File: config.mk
export PLATFORM = sky130hd
export DESIGN_NAME = mode_arbiter
export DESIGN_NICKNAME = d
export VERILOG_FILES = /design/src/rtl/mode_arbiter.sv
export SDC_FILE = /design/constraint.sdc
export NUM_CORES = 1
export LEC_CHECK = 0
export CAP_MARGIN = 20
export CORE_MARGIN = 1
export CORE_UTILIZATION = 55
export DETAILED_ROUTE_END_ITERATION = 8
export GPL_TIMING_DRIVEN = 0
export PLACE_DENSITY_LB_ADDON = 0.2
export SYNTH_ARGS = -nofsm -noshare
export SYNTH_HDL_FRONTEND = slang
export SYNTH_SLANG_ARGS = --single-unit
File: constraint.sdc
create_clock -name clk -period 3.25 [get_ports clk]
set_input_delay 0.325 -clock clk [delete_from_list [all_inputs] [get_ports clk]]
set_output_delay 0.325 -clock clk [all_outputs]
set_load 0.02 [all_outputs]
File: src/rtl/mode_arbiter.sv
// mode_arbiter: hands the speaker and LEDs between free/auto/learn sources
// with a debounced select, a muted handoff and a one-cycle restart pulse.
module mode_arbiter #(
  parameter int unsigned DEBOUNCE_CYCLES = 2000000,
  parameter int unsigned MUTE_CYCLES     = 1000000
) (
  input  logic       clk,
  input  logic       reset,
  input  logic [2:0] mode_select,
  input  logic [2:0] src_speaker,
  input  logic [6:0] led_free,
  input  logic [6:0] led_auto,
  input  logic [6:0] led_learn,
  output logic       speaker,
  output logic [6:0] led,
  output logic [2:0] mode_en,
  output logic [2:0] mode_rst,
  output logic [1:0] current_mode,
  output logic       switching
);

  localparam int unsigned MAXC =
    (DEBOUNCE_CYCLES > MUTE_CYCLES) ? DEBOUNCE_CYCLES : MUTE_CYCLES;
  localparam int unsigned CW = (MAXC > 1) ? $clog2(MAXC) : 1;
  localparam logic [CW-1:0] DB_LAST = CW'(DEBOUNCE_CYCLES - 1);
  localparam logic [CW-1:0] MU_LAST = CW'(MUTE_CYCLES - 1);

  typedef enum logic [1:0] {
    RUN,
    DEBOUNCE,
    MUTE,
    RESTART
  } state_t;

  state_t      state_q, state_d;
  logic [2:0]  sync1_q, sync2_q;
  logic [1:0]  cand_q, cand_d;
  logic [1:0]  cur_q, cur_d;
  logic [CW-1:0] cnt_q, cnt_d;
  logic [2:0]  en_q, en_d;
  logic [2:0]  rst_q, rst_d;
  logic        spk_q, spk_d;
  logic [6:0]  led_q, led_d;
  logic        sw_q, sw_d;
  logic [1:0]  target;
  logic        live;
  logic        src_spk;
  logic [6:0]  src_led;

  function automatic logic [2:0] onehot(input logic [1:0] m);
    return 3'b001 << m;
  endfunction

  always_comb begin
    target  = (sync2_q > 3'd2) ? 2'd0 : sync2_q[1:0];
    state_d = state_q;
    cand_d  = cand_q;
    cur_d   = cur_q;
    cnt_d   = cnt_q;
    en_d    = en_q;
    rst_d   = '0;
    unique case (state_q)
      RUN: begin
        if (target != cur_q) begin
          cand_d  = target;
          cnt_d   = '0;
          state_d = DEBOUNCE;
        end
      end
      DEBOUNCE: begin
        if (target == cur_q) begin
          state_d = RUN;
        end else if (target != cand_q) begin
          cand_d = target;
          cnt_d  = '0;
        end else if (cnt_q == DB_LAST) begin
          state_d = MUTE;
          cnt_d   = '0;
          en_d    = '0;
        end else begin
          cnt_d = cnt_q + CW'(1);
        end
      end
      MUTE: begin
        if (cnt_q == MU_LAST) begin
          cur_d   = cand_q;
          rst_d   = onehot(cand_q);
          cnt_d   = '0;
          state_d = RESTART;
        end else begin
          cnt_d = cnt_q + CW'(1);
        end
      end
      RESTART: begin
        state_d = RUN;
        en_d    = onehot(cur_q);
      end
      default: state_d = RUN;
    endcase
  end

  always_comb begin
    case (cur_q)
      2'd1: begin
        src_spk = src_speaker[1];
        src_led = led_auto;
      end
      2'd2: begin
        src_spk = src_speaker[2];
        src_led = led_learn;
      end
      default: begin
        src_spk = src_speaker[0];
        src_led = led_free;
      end
    endcase
    // outputs go quiet on the same edge the handoff begins
    live  = (state_q == RUN || state_q == DEBOUNCE) &&
            (state_d == RUN || state_d == DEBOUNCE);
    spk_d = live ? src_spk : 1'b0;
    led_d = live ? src_led : 7'd0;
    sw_d  = (state_d == MUTE) || (state_d == RESTART);
  end

  always_ff @(posedge clk or negedge reset) begin
    if (!reset) begin
      state_q <= RUN;
      sync1_q <= '0;
      sync2_q <= '0;
      cand_q  <= '0;
      cur_q   <= '0;
      cnt_q   <= '0;
      en_q    <= 3'b001;
      rst_q   <= '0;
      spk_q   <= 1'b0;
      led_q   <= '0;
      sw_q    <= 1'b0;
    end else begin
      state_q <= state_d;
      sync1_q <= mode_select;
      sync2_q <= sync1_q;
      cand_q  <= cand_d;
      cur_q   <= cur_d;
      cnt_q   <= cnt_d;
      en_q    <= en_d;
      rst_q   <= rst_d;
      spk_q   <= spk_d;
      led_q   <= led_d;
      sw_q    <= sw_d;
    end
  end

  assign speaker      = spk_q;
  assign led          = led_q;
  assign mode_en      = en_q;
  assign mode_rst     = rst_q;
  assign current_mode = cur_q;
  assign switching    = sw_q;

endmodule

* Yosys cells after proc, flatten, opt, wreduce, memory -nomap -nowiden
Cells that the tools add are included.
Storage, ports and cells: register bits 48, input bits 29
Cells by class: add/sub/neg operators 1, $lt $le $gt $ge 1, equal/unequal tests 18, shifts and indexed selects 2, mux-type cells 27, reductions and logical operators 13
Operators with widths (count):
- two-way mux 21 bit | 5
- one-hot mux 21 bit (3 select lines) | 1
- adder 21 x 1 -> 21 bit, second input constant | 1
- == test 21 x 20 -> 1 bit, second input constant | 1
- == test 21 bit, second input constant | 1
- two-way mux 2 bit | 9
- two-way mux 3 bit | 5
- one-hot mux 7 bit (2 select lines) | 1
- == test 2 bit, second input constant | 5
- inequality test 2 bit, second input constant | 5
- one-hot mux 2 bit (4 select lines) | 1
- AND reduction 4 bit | 2
- two-way mux 7 bit | 1
- == test 2 x 1 -> 1 bit, second input constant | 3
- one-hot mux 3 bit (2 select lines) | 1
- << shifter 1 x 2 -> 3 bit, first input constant | 2
- logical NOT 2 bit | 2
- inequality test 2 bit | 2
- one-hot mux 2 bit (2 select lines) | 1
- nonzero test 2 bit | 2
- greater-than comparator 3 x 2 -> 1 bit, second input constant | 1
- logical OR 1 bit | 3
- AND reduction 3 bit | 1
- nonzero test 3 bit | 1
- other kinds (5) | 5

* Logic depth before layout (Yosys ltp)
word-level depth 10, mapped depth 8, mapped depth without buffers 7

* Worst setup path before layout
Ideal clock, no wire load.
kind reg2reg, start register cnt_q[0], end register cnt_q[13], library setup time 0.126 ns, arrival 1.990 ns, slack 1.135 ns, cell stages (with the launch flop) 9, path buffers 1, clock period less this slack 2.115 ns, path through dfrtp_1 > ha_1 > and3_1 > nand3_1 > o41ai_1 > o21ai_2 > a21oi_1 > buf_4 > a21oi_1
Between the ends: word-level cells in the longest chain between the ends 5
RTL lines:
- from (decl) | line 39 | logic [CW-1:0] cnt_q, cnt_d;
- from (signal assigned) | line 144 | cnt_q <= cnt_d;
- adder 21 x 1 -> 21 bit / == test 21 bit (equally long branches) | line 81, 91, 76
- two-way mux 21 bit | line 76 | end else if (cnt_q == DB_LAST) begin
- two-way mux 21 bit | line 73 | end else if (target != cand_q) begin
- two-way mux 21 bit | line 71 | if (target == cur_q) begin
- one-hot mux 21 bit (3 select lines) * | line 62 | unique case (state_q)
Every way passes the cells marked *; elsewhere a longest branch is shown, timed or not. The select of a mux whose other input is x is not followed. A chain may end at the register's enable or synchronous reset.

* Final worst setup path
start register cnt_q[0], end register cnt_q[15]
Same word-level chain as after synthesis.

==> summary.log <==
qor: run_status.run_status finished with violations
qor: run_status.violated_checks DRC
qor: synthesis.synth.yosys.warnings 0
qor: synthesis.netlist.area_leader.share 44.4%
qor: cells_and_area.non_filler_cell_area_final 3220 sq um
qor: route.wire_per_inst 15.1 um
qor: clock_tree.clock_insertion_delay_worst_skew 0.30 ns
qor: setup_path.cp.arrival 2.66 ns
qor: route.remaining_drc_errors 13
qor: route.detail_route.wirelength 5640 um
qor: timing.fin_worst_skew 0.00749 ns
qor: pwr.pwr-share-clk 18.9%
qor: setup_path.worstSetupStartpoint cnt_q[0]$_DFFE_PN0P_
qor: die.die-area 4990 sq um
qor: clock_tree.clock_tree.root_cell clkbuf_8
qor: timing.grt_setup_unrepaired false
qor: route.vias_per_cell 5.87
qor: clock_tree.cts_resized 0
qor: grt.grt_max_degree 26
qor: timing.layout_min_cycle_time 2.48 ns
qor: setup_path.startpoint_type register
qor: synthesis.synthesis.area_per_instance 9.64 sq um
qor: synthesis.synthTopCellsByArea dfrtp_1 44%, ha_1 4.3%, nor2_1 3.5%
qor: route.dr_total_vias 2196
qor: pwr.total_leakage_power 1.27 nW
qor: timing.finalSetupTns 0 ns
qor: clock_tree.clkSinkCount 47
qor: cells_and_area.insertedDiodeCount 0
qor: place.place.detailed.hpwl 4140 um
qor: synthesis.ys_ff_latch 47
qor: setup_path.slowest_stage o41ai_1
qor: timing.max_slew.worst_pin.slew 0.600 ns
qor: timing.maxSlewHeadroom 60.0%
qor: setup_path.timing.critical_path.fanout_max 10
qor: place.place_ws 0.790 ns
qor: die.die_height 70.7 um
qor: synthesis.synth-async-reset-ratio 100%
qor: die.io_pins 46
qor: run.cap_violations 0
qor: pwr.power.sequential.fraction 39.8%
qor: route.drtPass1Iterations 6
qor: synthesis.synth_flop_cell dfrtp_1
qor: timing.setup_slack 0.769 ns
qor: grt.antenna_found_initial 0
qor: pwr.power_per_cell_area 577 nW/um^2
qor: timing.portion_of_the_clock_cycle_consumed_by_the_worst_path_in_the_final_layout 76.3%
qor: die.initial_core_util 58.3%
qor: cells_and_area.nets 360
qor: die.placeableCoreArea 4440 sq um
qor: synthesis.postSynthNetCount 307
qor: route.postRouteAntennaNets 0
qor: clock_tree.cts_setup_buffers 0
qor: grt.grt.total_usage 24.1%
qor: grt.grt_first_pass_wirelength 9600 um
qor: timing.timing_hold_violations_final 0
qor: timing.final-max-slew-violation-count 0
qor: clock_tree.htreeDepth 2
qor: clock_tree.clk_path_buf_depth 2
qor: pwr.power.combinational.fraction 41.2%
qor: clock_tree.ctsHoldBuffers 0
qor: grt.first_global_vias 2092
qor: cells_and_area.area_delta_synth_final 24.1%
qor: grt.globalRoute.totalOverflow 0
qor: pwr.cellInternalPower 0.00115 W
qor: place.routabilityCongestion 0.796
qor: die.num_rows 24
qor: synthesis.ys_seq_area_share 45.4%
qor: die.die_w 70.7 um
qor: pwr.power.share.switching 37.8%
qor: clock_tree.cts-buffers-inserted 5
qor: setup_path.critPathKind register to register
qor: place.buffer_ports.inserted 45
qor: place.placed_cell_area 3130 sq um
qor: synthesis.synthCells 269
qor: setup_path.worst_path_largest_cell_delay 0.54 ns
qor: pwr.pwr_total 0.00186 W
qor: timing.setup_violations 0
qor: timing.clock.fmax 403 MHz
qor: route.detailedRoute.firstIterationViolations 181
qor: synthesis.synth_enable_flop_cells 0
qor: setup_path.worst_ep_required_time 3.43 ns
qor: setup_path.worst_setup_path_end_kind register
qor: pwr.worst_ir_drop_vdd 290 uV
qor: pwr.p_switching 0.000702 W
qor: cells_and_area.layout_cell_share_with_drive_strength_beyond_1 9.01%
qor: synthesis.syn_area 2590 sq um
qor: min_path.hold_path_class input port to asynchronous set/reset pin
qor: clock_tree.clk_transition_reported_paths 0.08 ns
qor: setup_path.critical_path.cell_chain ha_1 > and3_1 > nand3_1 > o41ai_1 > o21ai_2 > a21oi_1 > buf_4 > a21oi_1
qor: setup_path.rr_startpoint cnt_q[0]$_DFFE_PN0P_
qor: setup_path.crit_top_cell a21oi_1
qor: synthesis.synth_cell_types 59
qor: cells_and_area.filler_cell_count 338
qor: synthesis.synthDominantAreaCellType dfrtp_1
qor: clock_tree.cts_tree built
==> registers in the layout, indices dropped and copies added (netlist names) <==
signal / cells
sync2_q: 3
led: 7
speaker: 1
sync1_q: 3
state_q: 2
current_mode: 2
mode_en: 3
mode_rst: 3
cand_q: 2
cnt_q: 21
==> final cells by class <==
class                      count  area [sq um]  share of cell area, %
timing repair buffer          46           473                   14.7
tap                           52          65.1                   2.02
inverter                      15          56.3                   1.75
clock inverter                 1          5.00                  0.156
clock buffer                   6          82.6                   2.57
multi-input combinational    194          1300                   40.4
buffer                        13          57.6                   1.79
sequential                    47          1180                   36.6
==> critical path: cells and delay by family, from the launching register on <==
| kind | cells | cell delay [ns] |
|---|---|---|
| buffers and inverters | 1 | 0.21 |
| flip-flops | 1 | 0.41 |
| AO/OA/AOI/OAI | 4 | 1.13 |
| adder cells (fa/ha/maj) | 1 | 0.21 |
| AND/OR/NAND/NOR | 2 | 0.40 |
==> synth_stat cells, types with 2 or more instances <==
cell and instances:
or2_2 3, inv_1 15, o21ai_1 2, xnor2_1 7, a21oi_1 6, nor4_1 5, or3_1 7, o41ai_1 2
buf_2 3, nor2b_1 2, a311o_1 2, o31a_1 2, nand3_1 6, nor4b_1 2, a22oi_1 9, and3_1 3
nor2_1 24, dfrtp_1 46, nor3_1 5, o22ai_2 2, and4_1 3, o21ai_0 9, nand4_1 8, mux2i_1 4
a31oi_1 4, mux2_2 2, nand3b_1 2, o22ai_1 4, nand2b_1 3, nand2_1 23, buf_1 4, ha_1 9
nor3b_1 3, and2_1 2, a211oi_1 8, clkbuf_1 4, o31ai_1 2
==> cell usage in the layout, fill, tap and decap left out, types with 3 or more instances in the layout <==
cell type,netlist,final
nor3_1,5,5
nor4_1,5,5
o22ai_1,4,4
o21ai_0,9,9
or3_1,7,7
a22oi_1,9,9
mux2i_1,4,4
and4_1,3,3
dfrtp_1,46,46
clkbuf_8,0,6
clkbuf_1,4,4
or2_2,3,3
inv_1,15,15
clkdlybuf4s50_1,0,44
nor3b_1,3,3
xnor2_1,7,7
and3_1,3,3
buf_1,4,4
ha_1,9,9
a21oi_1,6,6
nand4_1,8,8
nand2b_1,3,3
nand2_1,23,23
a211oi_1,8,8
nand3_1,6,6
buf_2,3,4
a31oi_1,4,4
nor2_1,24,24
==> layer usage <==
metal / global-route usage (%) / vias up / share of wire [%]
li1: - / 1092 / -
met1: 32.1 / 1045 / 45
met2: 40.3 / 55 / 49
met3: 5.41 / 4 / 4.5
met4: 6.44 / 0 / 0.85
met5: 0 / - / 0
==> power by group through the flow <==
stage          clock [W]  combinational [W]  sequential, W
2_1_floorplan          0           0.000429       0.000803
3_3_place_gp           0           0.000742       0.000744
3_5_place_dp           0           0.000766       0.000750
4_1_cts         0.000359           0.000767       0.000738
5_1_grt         0.000390           0.000835       0.000754
6_report        0.000351           0.000766       0.000739
==> metrics by stage <==
stage | std cells | hold slack (ns) | util (%)
finish | 374 | 0.0297 | 72.4
global route | 374 | 0.0713 | 72.4
CTS | 374 | 0.0423 | 72.4
detailed placement | 367 | 0.335 | 70.4
global placement | 366 | 0.331 | 69.9
floorplan | 269 | 0.0294 | -
==> cell families (layout without fill, tap and decap cells) <==
logic type | Yosys count | in the layout | share of synthesized area [%]
buffers and inverters | 28 | 81 | 4.39
flip-flops | 47 | 47 | 45.4
multiplexers | 6 | 6 | 2.41
AO/OA/AOI/OAI | 65 | 65 | 18.8
AND/OR/NAND/NOR | 106 | 106 | 22.0
XOR/XNOR | 8 | 8 | 2.70
adder cells (fa/ha/maj) | 9 | 9 | 4.34
==> worst paths after layout <==
kind,end,slack (ns),cells after the start
setup / recovery,cnt_q[15]$_DFFE_PN0P_,0.77,8
hold / removal,current_mode[1]$_DFFE_PN0P_,0.03,1
setup reg to reg,cnt_q[15]$_DFFE_PN0P_,0.77,8
hold reg to reg,sync2_q[1]$_DFF_PN0_,0.35,0
max in group asynchronous,mode_en[0]$_DFFE_PN1P_,2.63,2
min in group clk,sync2_q[1]$_DFF_PN0_,0.35,0
(Power assumes the default switching activity.)
